===== config.mk =====
export PLATFORM = sky130hd
export DESIGN_NAME = serial_adder_ctrl
export DESIGN_NICKNAME = d
export VERILOG_FILES = /design/src/rtl/serial_adder_pkg.sv /design/src/rtl/fa_bit.sv /design/src/rtl/half_adder.sv /design/src/rtl/serial_adder_ctrl.sv
export SDC_FILE = /design/constraint.sdc
export NUM_CORES = 1
export LEC_CHECK = 0
export ABC_AREA = 1
export BUFFER_PORTS_ARGS = -buffer_cell sky130_fd_sc_hd__buf_2
export CORE_UTILIZATION = 54
export CTS_CLUSTER_SIZE = 24
export DETAILED_ROUTE_END_ITERATION = 10
export HOLD_SLACK_MARGIN = 0.03
export PLACE_DENSITY_LB_ADDON = 0.05
export SLEW_MARGIN = 0
export SYNTH_ARGS = -nofsm -noshare
export SYNTH_HDL_FRONTEND = slang
export SYNTH_HIERARCHICAL = 1
export SYNTH_SLANG_ARGS = --single-unit

===== constraint.sdc =====
create_clock -name clk -period 1.4 [get_ports clk]
set_clock_uncertainty 0.05 [all_clocks]
set_input_delay 0.07 -clock clk [delete_from_list [all_inputs] [get_ports clk]]
set_output_delay 0.07 -clock clk [all_outputs]
set_load 0.005 [all_outputs]

===== src/rtl/serial_adder_pkg.sv =====
// serial_adder_pkg: shared state encoding and default width for the serial adder
package serial_adder_pkg;
  typedef enum logic [1:0] {
    ST_IDLE = 2'd0,
    ST_RUN  = 2'd1,
    ST_DONE = 2'd2
  } state_t;
  localparam int SA_WIDTH_DEFAULT = 8;
endpackage


===== src/rtl/fa_bit.sv =====
// fa_bit: 1-bit full adder from two half adders and an OR for carry
module fa_bit (
  input  logic a,
  input  logic b,
  input  logic cin,
  output logic sum,
  output logic cout
);
  logic s1, c1, c2;
  half_adder u_ha0 (.a(a),  .b(b),   .sum(s1),  .carry(c1));
  half_adder u_ha1 (.a(s1), .b(cin), .sum(sum), .carry(c2));
  assign cout = c1 | c2;
endmodule


===== src/rtl/half_adder.sv =====
// half_adder: 1-bit half adder primitive
module half_adder (
  input  logic a,
  input  logic b,
  output logic sum,
  output logic carry
);
  assign sum   = a ^ b;
  assign carry = a & b;
endmodule


===== src/rtl/serial_adder_ctrl.sv =====
// serial_adder_ctrl: bit-serial add (or subtract with SERIAL_ADDER_SUB_EN) over WIDTH cycles, start/busy/done handshake
module serial_adder_ctrl
  import serial_adder_pkg::*;
#(
  parameter int WIDTH = SA_WIDTH_DEFAULT
) (
  input  logic             clk,
  input  logic             rst_n,
  input  logic             start,
`ifdef SERIAL_ADDER_SUB_EN
  input  logic             sub,
`endif
  input  logic [WIDTH-1:0] op_a,
  input  logic [WIDTH-1:0] op_b,
  output logic [WIDTH-1:0] sum,
  output logic             cout,
  output logic             busy,
  output logic             done
);
  localparam int CW = $clog2(WIDTH + 1);
  state_t state, state_nx;
  logic [WIDTH-1:0] a_sh, b_sh, res_sh, res_nx;
  logic [CW-1:0] bit_cnt;
  logic carry, fa_s, fa_c, last, sub_i;
`ifdef SERIAL_ADDER_SUB_EN
  assign sub_i = sub;
`else
  assign sub_i = 1'b0;
`endif
  fa_bit u_fa (.a(a_sh[0]), .b(b_sh[0]), .cin(carry), .sum(fa_s), .cout(fa_c));
  assign last   = bit_cnt == CW'(WIDTH - 1);
  assign res_nx = (WIDTH'(fa_s) << (WIDTH - 1)) | (res_sh >> 1);
  assign busy   = state == ST_RUN;
  assign done   = state == ST_DONE;
  // state register
  always_ff @(posedge clk or negedge rst_n)
    if (!rst_n) state <= ST_IDLE;
    else state <= state_nx;
  // next state: accept in IDLE, leave RUN after the last bit, DONE lasts one cycle
  always_comb begin
    state_nx = ST_IDLE;
    state_nx = (state == ST_IDLE) ? (start ? ST_RUN : ST_IDLE) :
               (state == ST_RUN)  ? (last ? ST_DONE : ST_RUN) : ST_IDLE;
  end
  // operand capture, per-bit shift/carry, and result publish on the last bit
  always_ff @(posedge clk or negedge rst_n)
    if (!rst_n) begin
      a_sh    <= '0;
      b_sh    <= '0;
      res_sh  <= '0;
      carry   <= 1'b0;
      bit_cnt <= '0;
      sum     <= '0;
      cout    <= 1'b0;
    end else if (state == ST_IDLE && start) begin
      a_sh    <= op_a;
      b_sh    <= sub_i ? ~op_b : op_b;
      carry   <= sub_i;
      bit_cnt <= '0;
    end else if (state == ST_RUN) begin
      a_sh    <= a_sh >> 1;
      b_sh    <= b_sh >> 1;
      res_sh  <= res_nx;
      carry   <= fa_c;
      bit_cnt <= bit_cnt + CW'(1);
      if (last) begin
        sum  <= res_nx;
        cout <= fa_c;
      end
    end
endmodule


==> results of run 1 <==
[where the power goes]
group,switching [mW],internal (mW)
clock,0.331,0.179
combinational,0.903,0.705
sequential,0.278,1.58
total,1.51,2.47
[layout make-up]
cell class / count / area (um2) / share of cell area
timing repair buffer: 56 / 396.6 / 0.1861
tap: 31 / 38.79 / 0.01820
sequential: 39 / 977.2 / 0.4586
clock buffer: 6 / 41.29 / 0.01938
inverter: 17 / 63.81 / 0.02995
multi-input combinational: 121 / 613.1 / 0.2877
[routing by layer]
layer  wire length (um)  vias up
li1                   -      686
met4                 53        0
met3                185        7
met1               1615      656
met5                  0        -
met2               1704       53
[cell usage in the layout (no fill, tap or decap), drive strengths merged]
master,instances
nand2,72
dfrtp,39
buf,38
o21ai,19
dlygate4sd3,18
inv,17
nand3,14
nor2,8
clkbuf,6
ha,3
a21oi,2
o211ai,2
a22o,1
[cell families after synthesis]
group,synth area share
simple gates,0.2373
flops,0.5821
fa+ha+maj,0.02239
buf+inv,0.06343
compound gates,0.09477
[worst max path at each step]
stage	start	endpoint	slack, ns	depth (start not counted)
after floorplan	bit_cnt[0]	sum[6]	0.11	7
after global placement	bit_cnt[0]	sum[3]	0.08	7
after detailed placement	bit_cnt[0]	sum[3]	-0.003	7
after CTS	bit_cnt[0]	sum[3]	0.01	7
after global routing	bit_cnt[1]	sum[3]	-0.03	7
final	bit_cnt[0]	sum[3]	0.05	7
[per-stage QoR]
stage | power (mW) | hold slack, ns | instances
detailed placement | 3.300 | 0.1028 | 241
floorplan | 2.848 | -0.2756 | 181
finish | 3.978 | 0.2552 | 270
global route | 4.282 | 0.3074 | 270
CTS | 3.872 | 0.2631 | 266
global placement | 3.220 | 0.08967 | 241
[timing repair]
item / 4_1_cts / 5_1_grt
pin swaps: 1 / 2
hold buffers: 18 / 0
setup endpoints to repair: 8 / 10
setup buffers: 1 / 3
hold endpoints to repair: 57 / 0
cloned: 0 / 1
gates resized for setup: 2 / 3
[worst min-delay path, cell delays in order]
cell	delay, ns
dlygate4sd3_1	0.51
buf_2	0.10
buf_4	0.41
[registers in the layout, indices dropped and copies added, names as in the netlist]
name and flops:
cout 1, carry 1, state 2, b_sh 8, a_sh 8, res_sh 7, sum 8, bit_cnt 4
[synthesized netlist by cell type, drive strengths merged]
| library cell | number |
|---|---|
| a21oi | 2 |
| a22o | 1 |
| buf | 5 |
| dfrtp | 39 |
| ha | 3 |
| inv | 17 |
| nand2 | 71 |
| nand3 | 14 |
| nor2 | 8 |
| o211ai | 2 |
| o21ai | 19 |
==> metrics.yaml, run 1 <==
place:
  place_congestion: 0.8025
  io_buffers: 29
  placed_area_um2: 1856
  dp_slack_ns: -0.002887
  hpwl_mm: 2.161
global_route:
  met2_usage: 0.3688
  grt_max_degree: 40
  grt_busiest_layer: "met2"
  grt_use_met1: 0.2872
  grtUsageTotal: 0.2235
  antenna_found_initial: 0
  grt_pass1_vias: 1298
  grt_pass1_wl_mm: 5.623
  grt-ovfl-total: 0
  grtUsageMet3: 0.06696
cells_and_area:
  area_delta_synth_final_pct: 27.09
  post-route-cell-area_um2: 2131
  nNetsFinal: 262
  fillers: 224
  diodes: 0
  utilization: 0.7469
  layout-drive-gt1-share: 0.2552
worst_setup_path:
  r2r_end: "sum[3]"
  slowest_stage: "dfrtp_1"
  cp_top_family: "simple AND/OR/NAND/NOR gates"
  required_ns: 1.63
  crit_buf_inv: 1
  worstSetupPathType: "reg2reg"
  cp_common_cell: "nand2_1"
  critPathMaxFanout: 9
  end_kind: "flip-flop"
  crit_chain: "ha_1 -> nand2_1 -> nor2_4 -> nand2_4 -> inv_1 -> nand2_1 -> nand2_1"
  start_kind: "flip-flop"
  critical_path.max_stage_delay_ns: 0.41
  rr_worst_depth: 7
  arrival_ns: 1.58
  regToRegStartpoint: "bit_cnt[0]"
  reg2reg_slack_ns: 0.05
timing:
  worst_pin_slew_ns: 0.4794
  period_minus_slack_ns: 1.347
  relSlewSlack: 0.6804
  hold_viol_final: 0
  finalWorstSetupSlack_ns: 0.05290
  timing.fmax_ghz: 0.7423
  post-route-period-util: 0.9622
  rsz0062_at_grt: "true"
  slew_violations: 0
  fin_setup_tns_ns: 0
  setup_viol: 0
logic_synthesis:
  yosysTopAreaCellShare: 0.5821
  yosysTopAreaCell: "dfrtp_1"
  syn_area_um2: 1677
  syn_nets: 203
  yosysUniqueCellTypes: 19
  yosysWarnings: 6
  ys_seq_area_frac: 0.5821
  netlist_instances: 181
  synthTopCellsByArea: "dfrtp_1 (58%), nand2_1 (15%), o21ai_2 (4.2%)"
  synth-seq-cells: 39
  syn_avg_cell_area_um2: 9.263
clocking:
  clkLatencyLatePin_ns: 0.33
  cts_tree: "done"
  clock_path_buffers: 2
  root_buffer: "clkbuf_4"
  cts_htree_levels: 2
  path_clk_slew_ns: 0.11
  cts.sinks: 39
  cts_made_buffers: 5
floorplan:
  die_w_um: 57.72
  rows: 19
  core_region_area_um2: 2853
  die_area_um2: 3332
  io_pins: 30
  die_y_um: 57.72
  start_util: 0.5877
outcome:
  status: "finished, final reports clean"
flow_run:
  max_cap_viol_count: 0
pwr:
  peakVddDrop_uv: 1320
  p_per_area_nw_per_um2: 1867
  power.leakage_nw: 1.108
detailed_routing:
  wl_mm: 3.558
  routedWlPerCell_um: 13.18
  drt_first_iter_violations: 64
  drc: 0
  dr_total_vias: 1402
  via_per_inst: 5.193
  firstDrtPassIters: 6
  drtAntennaViolNets: 0
worst_hold_path:
  hp-class: "in2async"
(Power assumes the default switching activity.)
==> run 2, diff against run 1 <==
ABC_AREA = default   (was 1)
==> run 2 against run 1 <==
Compared with the run above:
- the run now ends with negative setup slack left
- clock power about the same
- core utilization is 3.6 points higher
- global-route usage grew 1.3 points
- sequential share of layout area decreased by 1.0 points
- register-to-register slack worse by 0.14 ns
- sequential cell count unchanged
- design area grew 2.2%
- routed wire length shrank 4.2%
- first-iteration DRC count down 11%
- critical path depth decreased by 3
- sequential power barely moved
- die area decreased by 3.7%
- largest power group unchanged
==> metrics.yaml, run 2 <==
timing:
  hold_viol_final: 0  # unchanged
  timing.fmax_ghz: 0.6739  # -9.2%
  rsz0062_at_grt: "true"
  fin_setup_tns_ns: -0.3727  # -0.3727 ns
  finalWorstSetupSlack_ns: -0.08389  # -0.1368 ns
  slew_violations: 0  # unchanged
  post-route-period-util: 1.060  # +0.09770
  worst_pin_slew_ns: 0.4832  # +0.003736 ns
  period_minus_slack_ns: 1.484  # +0.1368 ns
  hold_slack_ns: 0.02270  # -0.2325 ns
  relSlewSlack: 0.6779  # -0.002491
  setup_viol: 8  # +8
worst_setup_path:
  required_ns: 1.58  # -0.05 ns
  worstSetupPathType: "reg2reg"
  start_kind: "flip-flop"
  arrival_ns: 1.67  # +0.09 ns
  critPathMaxFanout: 2  # -7
  end_kind: "flip-flop"
logic_synthesis:
  synth_edf_count: 0  # unchanged
  synthAdderAreaFrac: 0.02329  # +0.0009039
  synth_compound_area_frac: 0.08851  # -0.006267
  yosysWarnings: 6  # unchanged
  synth-seq-cells: 39  # unchanged
  yosysMostFrequentCell: "nand2_1"
  ys_seq_area_frac: 0.6056  # +0.02350
  synthTopCellsByArea: "dfrtp_1 (61%), nand2_1 (14%), a22oi_1 (6.5%)"
  synthTopCellsByCount: "nand2_1 (61), dfrtp_1 (39), a22oi_1 (14)"
  yosysTopAreaCellShare: 0.6056  # +0.02350
  synthXorXnorAreaFrac: 0  # unchanged
  synth_ff_type: "dfrtp_1"
  syn_area_um2: 1612  # -3.9%
  synth_mux_area_frac: 0.06910  # +0.06910
  syn_avg_cell_area_um2: 10.60  # +14%
  syn_nets: 174  # -14%
  netlist_instances: 152  # -16%
  synth-simple-area-share: 0.1933  # -0.04399
  synth_top_family_by_area: "simple AND/OR/NAND/NOR gates"
  yosysTopAreaCell: "dfrtp_1"
  async_flop_share: 1.000  # unchanged
  yosysUniqueCellTypes: 22  # +3
clocking:
  cts.sinks: 39  # unchanged
  root_buffer: "clkbuf_4"
  cts_tree: "done"
  clock_path_buffers: 2  # unchanged
  cts_made_buffers: 5  # unchanged
  clkLatencyLatePin_ns: 0.34  # about the same
  path_clk_slew_ns: 0.10  # about the same
  cts_htree_levels: 2  # unchanged
floorplan:
  die_w_um: 56.63  # -1.9%
  die_area_um2: 3207  # -3.7%
  start_util: 0.5794  # -0.008322
  rows: 19  # unchanged
  io_pins: 30  # unchanged
  die_y_um: 56.63  # -1.9%
  core_region_area_um2: 2781  # -2.5%
outcome:
  violations: "negative setup slack"
  status: "finished with violations"
global_route:
  grt_max_degree: 40  # unchanged
  antenna_found_initial: 0  # unchanged
  grt-ovfl-total: 0  # unchanged
  grtUsageTotal: 0.2363  # +0.01284
  grt_pass1_vias: 1217  # -6.2%
  grt_pass1_wl_mm: 5.513  # -2.0%
cells_and_area:
  area_delta_synth_final_pct: 35.17
  multi_input_area_um2: 639.4  # +4.3%
  reg_top3: "a_sh (8), b_sh (8), sum (8)"
  layout-drive-gt1-share: 0.3318  # +0.07655
  mostFrequentLayoutCell: "nand2_1"
  regArea_um2: 977.2  # unchanged
  utilization: 0.7832  # +0.03625
  fillers: 185  # -17%
  final_cell_mix: "nand2_1 (60), dfrtp_1 (38), buf_2 (29), dlygate4sd3_1 (17), a22oi_1 (14)"
  post-route-cell-area_um2: 2178  # +2.2%
  nNetsFinal: 237  # -9.5%
  diodes: 0  # unchanged
pwr:
  peakVddDrop_uv: 1582  # +20%
  power_mw: 4.243  # +6.7%
  power.leakage_nw: 1.152  # +3.9%
  p_per_area_nw_per_um2: 1948  # +4.3%
detailed_routing:
  dr_total_vias: 1273  # -9.2%
  routedWlPerCell_um: 13.91  # +5.5%
  drtAntennaViolNets: 0  # unchanged
  drt_first_iter_violations: 57  # -11%
  wl_mm: 3.407  # -4.2%
  firstDrtPassIters: 4  # -2
  via_per_inst: 5.196  # about the same
  drc: 0  # unchanged
flow_run:
  max_cap_viol_count: 0  # unchanged
place:
  io_buffers: 29  # unchanged
  hpwl_mm: 2.095  # -3.1%
  placed_area_um2: 1864  # +0.47%
  place_congestion: 0.7492  # -6.6%
worst_hold_path:
  hp-class: "in2reg"
## run 2: per-layer routing
layer  vias up  routed length, um  share of wire  global-route usage
li1        634                  -              -                   -
met1       608               1500           0.44              0.2965
met2        25               1711           0.50              0.3866
met3         6                140          0.041             0.08065
met4         0                 55          0.016             0.07317
met5         -                  0              0                   0
## run 2: layout make-up
type	count	share of cell area
sequential	39	0.4486
tap	31	0.01781
inverter	1	0.002872
multi-input combinational	105	0.2935
timing repair buffer	63	0.2183
clock buffer	6	0.01895
## run 2: where the power goes
| part | total, mW | internal [mW] | switching, mW | leakage (nW) |
|---|---|---|---|---|
| clock | 0.513 | 0.179 | 0.334 | 0.0242 |
| sequential | 1.88 | 1.59 | 0.294 | 0.501 |
| combinational | 1.85 | 0.970 | 0.878 | 0.627 |
## run 2: critical path, cell delays in order, from the launching register on
cell and delay (ns):
dfrtp_1 0.39, ha_1 0.29, ha_2 0.16, or2_1 0.22, mux2_4 0.26
## run 2: logic make-up after synthesis
logic type               Yosys count
AND/OR/NAND/NOR                   72
flip-flops                        39
AO/OA/AOI/OAI                     20
multiplexers                      10
buffers and inverters              8
adder cells (fa/ha/maj)            3
## run 2: through the flow
stage / instances / setup WS [ns]
floorplan: 152 / -0.1229
global placement: 218 / -0.08854
detailed placement: 218 / -0.1140
CTS: 241 / -0.09407
global route: 245 / -0.1174
finish: 245 / -0.08389
## run 2: worst paths after layout
path / from / endpoint / slack [ns] / depth (start not counted)
min reg2reg: b_sh[3] / b_sh[3] / 0.44 / 2
max: a_sh[0] / cout / -0.08 / 4
max reg2reg: a_sh[0] / cout / -0.08 / 4
max in group asynchronous: rst_n / state[0] / 0.71 / 3
min in group asynchronous: rst_n / bit_cnt[2] / 0.24 / 3
min: start / b_sh[0] / 0.02 / 4
## run 2: timing repair
action                     CTS  global route
setup endpoints to repair   18            17
gates resized for setup     13             5
hold endpoints to repair    55             0
pin swaps                    5             1
setup buffers                0             4
hold buffers                17             0
==> run 3, diff against run 2 <==
ABC_AREA = 1   (was default)
CELL_PAD_IN_SITES_DETAIL_PLACEMENT = 1   (was default)
CELL_PAD_IN_SITES_GLOBAL_PLACEMENT = 2   (was default)
CORE_ASPECT_RATIO = 1.4   (was default)
CORE_UTILIZATION = 33   (was 54)
==> run 3 against run 2 <==
Compared with the run above:
- the run now ends clean
- largest cell class unchanged
- count of clock-buffer cells in the layout is the same
- worst setup slack improved by 0.14 ns
- critical endpoint is now busy
- largest power group unchanged
- register-to-register slack better by 0.15 ns
- combinational power decreased by 11%
==> metrics.yaml, run 3 (same netlist as run 1, synthesis figures left out) <==
worst_setup_path:
  reg2reg_slack_ns: 0.07  # +0.15 ns
  worstSetupPathType: "reg2out"
  r2r_end: "carry"
  end_kind: "output port"
  arrival_ns: 1.22  # -0.45 ns
  regToRegStartpoint: "a_sh[0]"
  rr_worst_depth: 6  # +2
  start_kind: "flip-flop"
  required_ns: 1.28  # -0.30 ns
  critPathMaxFanout: 17  # +15
  cp-startpoint: "state[0]"
flow_run:
  max_cap_viol_count: 0  # unchanged
floorplan:
  die_w_um: 62.24  # +9.9%
  core_region_area_um2: 4880  # +75%
  io_pins: 30  # unchanged
  die_y_um: 86.34  # +52%
  start_util: 0.3436  # -0.2358
  rows: 30  # +11
  die_area_um2: 5373  # +68%
timing:
  rsz0062_at_grt: "true"
  setup_viol: 0  # -8
  slew_violations: 0  # unchanged
  hold_viol_final: 0  # unchanged
  relSlewSlack: 0.6649  # -0.01298
  period_minus_slack_ns: 1.339  # -0.1447 ns
  worst_pin_slew_ns: 0.5026  # +0.01947 ns
  post-route-period-util: 0.9565  # -0.1034
  timing.fmax_ghz: 0.7467  # +11%
  fin_setup_tns_ns: 0  # +0.3727 ns
  finalWorstSetupSlack_ns: 0.06086  # +0.1447 ns
pwr:
  p_switching_mw: 1.598  # +6.0%
  p_int_mw: 2.890  # +5.6%
  p_comb_frac: 0.368  # -0.068
  power.share.clock: 0.219  # +0.098
  power_frac_seq: 0.413  # -0.030
  swShare: 0.3560  # +0.0008399
  p_per_area_nw_per_um2: 2002  # +2.8%
  peakVddDrop_uv: 864.0  # -45%
  power.leakage_nw: 1.140  # -1.0%
place:
  io_buffers: 29  # unchanged
  hpwl_mm: 2.603  # +24%
  dp_slack_ns: -0.004280  # +0.1097 ns
  placed_area_um2: 1889  # +1.3%
  place_congestion: 0.6986  # -6.8%
worst_hold_path:
  hold_end: "state[0]"
  holdPathStages: 3  # -1
  hp-class: "in2reg"
  hold_path.startpoint: "start"
global_route:
  antenna_found_initial: 0  # unchanged
  grt_pass1_wl_mm: 6.844  # +24%
  grt_pass1_vias: 1499  # +23%
  grtUsageTotal: 0.1638  # -0.07246
  grt_max_degree: 40  # unchanged
  grt-ovfl-total: 0  # unchanged
cells_and_area:
  layout-drive-gt1-share: 0.2636  # -0.06818
  reg_top3: "a_sh (8), b_sh (8), sum (8)"
  area_delta_synth_final_pct: 33.73
  nNetsFinal: 260  # +9.7%
  mostFrequentLayoutCell: "nand2_1"
  post-route-cell-area_um2: 2242  # +2.9%
  diodes: 0  # unchanged
  final_cell_mix: "nand2_1 (69), dfrtp_1 (39), buf_2 (29), dlygate4sd3_1 (17)"
detailed_routing:
  wl_mm: 3.958  # +16%
  dr_total_vias: 1400  # +10%
  drt_first_iter_violations: 38  # -33%
  firstDrtPassIters: 4  # unchanged
  via_per_inst: 4.620  # -11%
  routedWlPerCell_um: 13.06  # -6.1%
  drtAntennaViolNets: 0  # unchanged
  drc: 0  # unchanged
outcome:
  status: "finished, final reports clean"
clocking:
  cts_made_buffers: 5  # unchanged
  root_buffer: "clkbuf_8"
  clock_path_buffers: 2  # unchanged
  path_clk_slew_ns: 0.08  # -0.02 ns
  cts.sinks: 39  # unchanged
  cts_htree_levels: 2  # unchanged
  cts_tree: "done"
  clkLatencyLatePin_ns: 0.29  # -0.05 ns
run 3: changes by cell type in the layout (fill, tap and decap cells not counted), sizes merged, moves of 8 or more:
cell and change:
o21ai +16, inv +16, nand3 +10, buf -9
nor2 +8, mux2 -9, nand2 +11, a22oi -14
run 3: worst max-delay path, cell delays in order (launching register included):
cell,delay (ns)
dfrtp_1,0.42
inv_2,0.09
nor2_8,0.14
buf_12,0.15
buf_2,0.11
run 3: how the worst max path moves through the flow:
| stage | endpoint | cells after the start |
|---|---|---|
| CTS | busy | 4 |
| finish | busy | 4 |
| detailed placement | sum[0] | 7 |
| global placement | cout | 6 |
| global route | busy | 4 |
| floorplan | sum[6] | 7 |
run 3: metal layers:
metal | routed length, um | vias up | track usage
met5 | 0 | - | 0
met4 | 49 | 0 | 0.05708
met3 | 93 | 5 | 0.04342
met2 | 2160 | 22 | 0.2927
met1 | 1654 | 692 | 0.1891
li1 | - | 681 | -
run 3: cell type report:
class                           instances  area, um2
Fill cell                             585       2638
Tap cell                               64      80.08
Clock buffer                            6      82.58
Multi-Input combinational cell        121      613.1
Inverter                               17      63.81
Clock inverter                          2      35.03
Sequential cell                        39      975.9
Timing Repair Buffer                   54      391.6
run 3: metrics by stage:
stage | utilization | total power [mW] | hold slack, ns | std cells
2_1_floorplan | - | 2.848 | -0.2756 | 181
3_3_place_gp | 0.3872 | 3.277 | 0.1022 | 273
3_5_place_dp | 0.3872 | 3.347 | 0.1168 | 273
4_1_cts | 0.4521 | 4.492 | 0.04092 | 301
5_1_grt | 0.4595 | 4.883 | 0.04552 | 303
6_report | 0.4595 | 4.488 | 0.04423 | 303
run 3: repair_timing:
item,in CTS,in global routing
hold buffers,17,0
endpoints found under the setup margin,4,10
buffers inserted,3,1
resized for setup,2,6
hold endpoints to repair,55,0
cloned,0,1
pin swaps,1,1
run 3: power by group through the flow:
stage / logic (mW) / clock network (mW) / registers [mW]
after global routing: 1.90 / 1.08 / 1.91
after detailed placement: 1.47 / 0 / 1.88
after global placement: 1.42 / 0 / 1.85
after floorplan: 1.02 / 0 / 1.83
after CTS: 1.61 / 1.02 / 1.86
final: 1.65 / 0.983 / 1.86
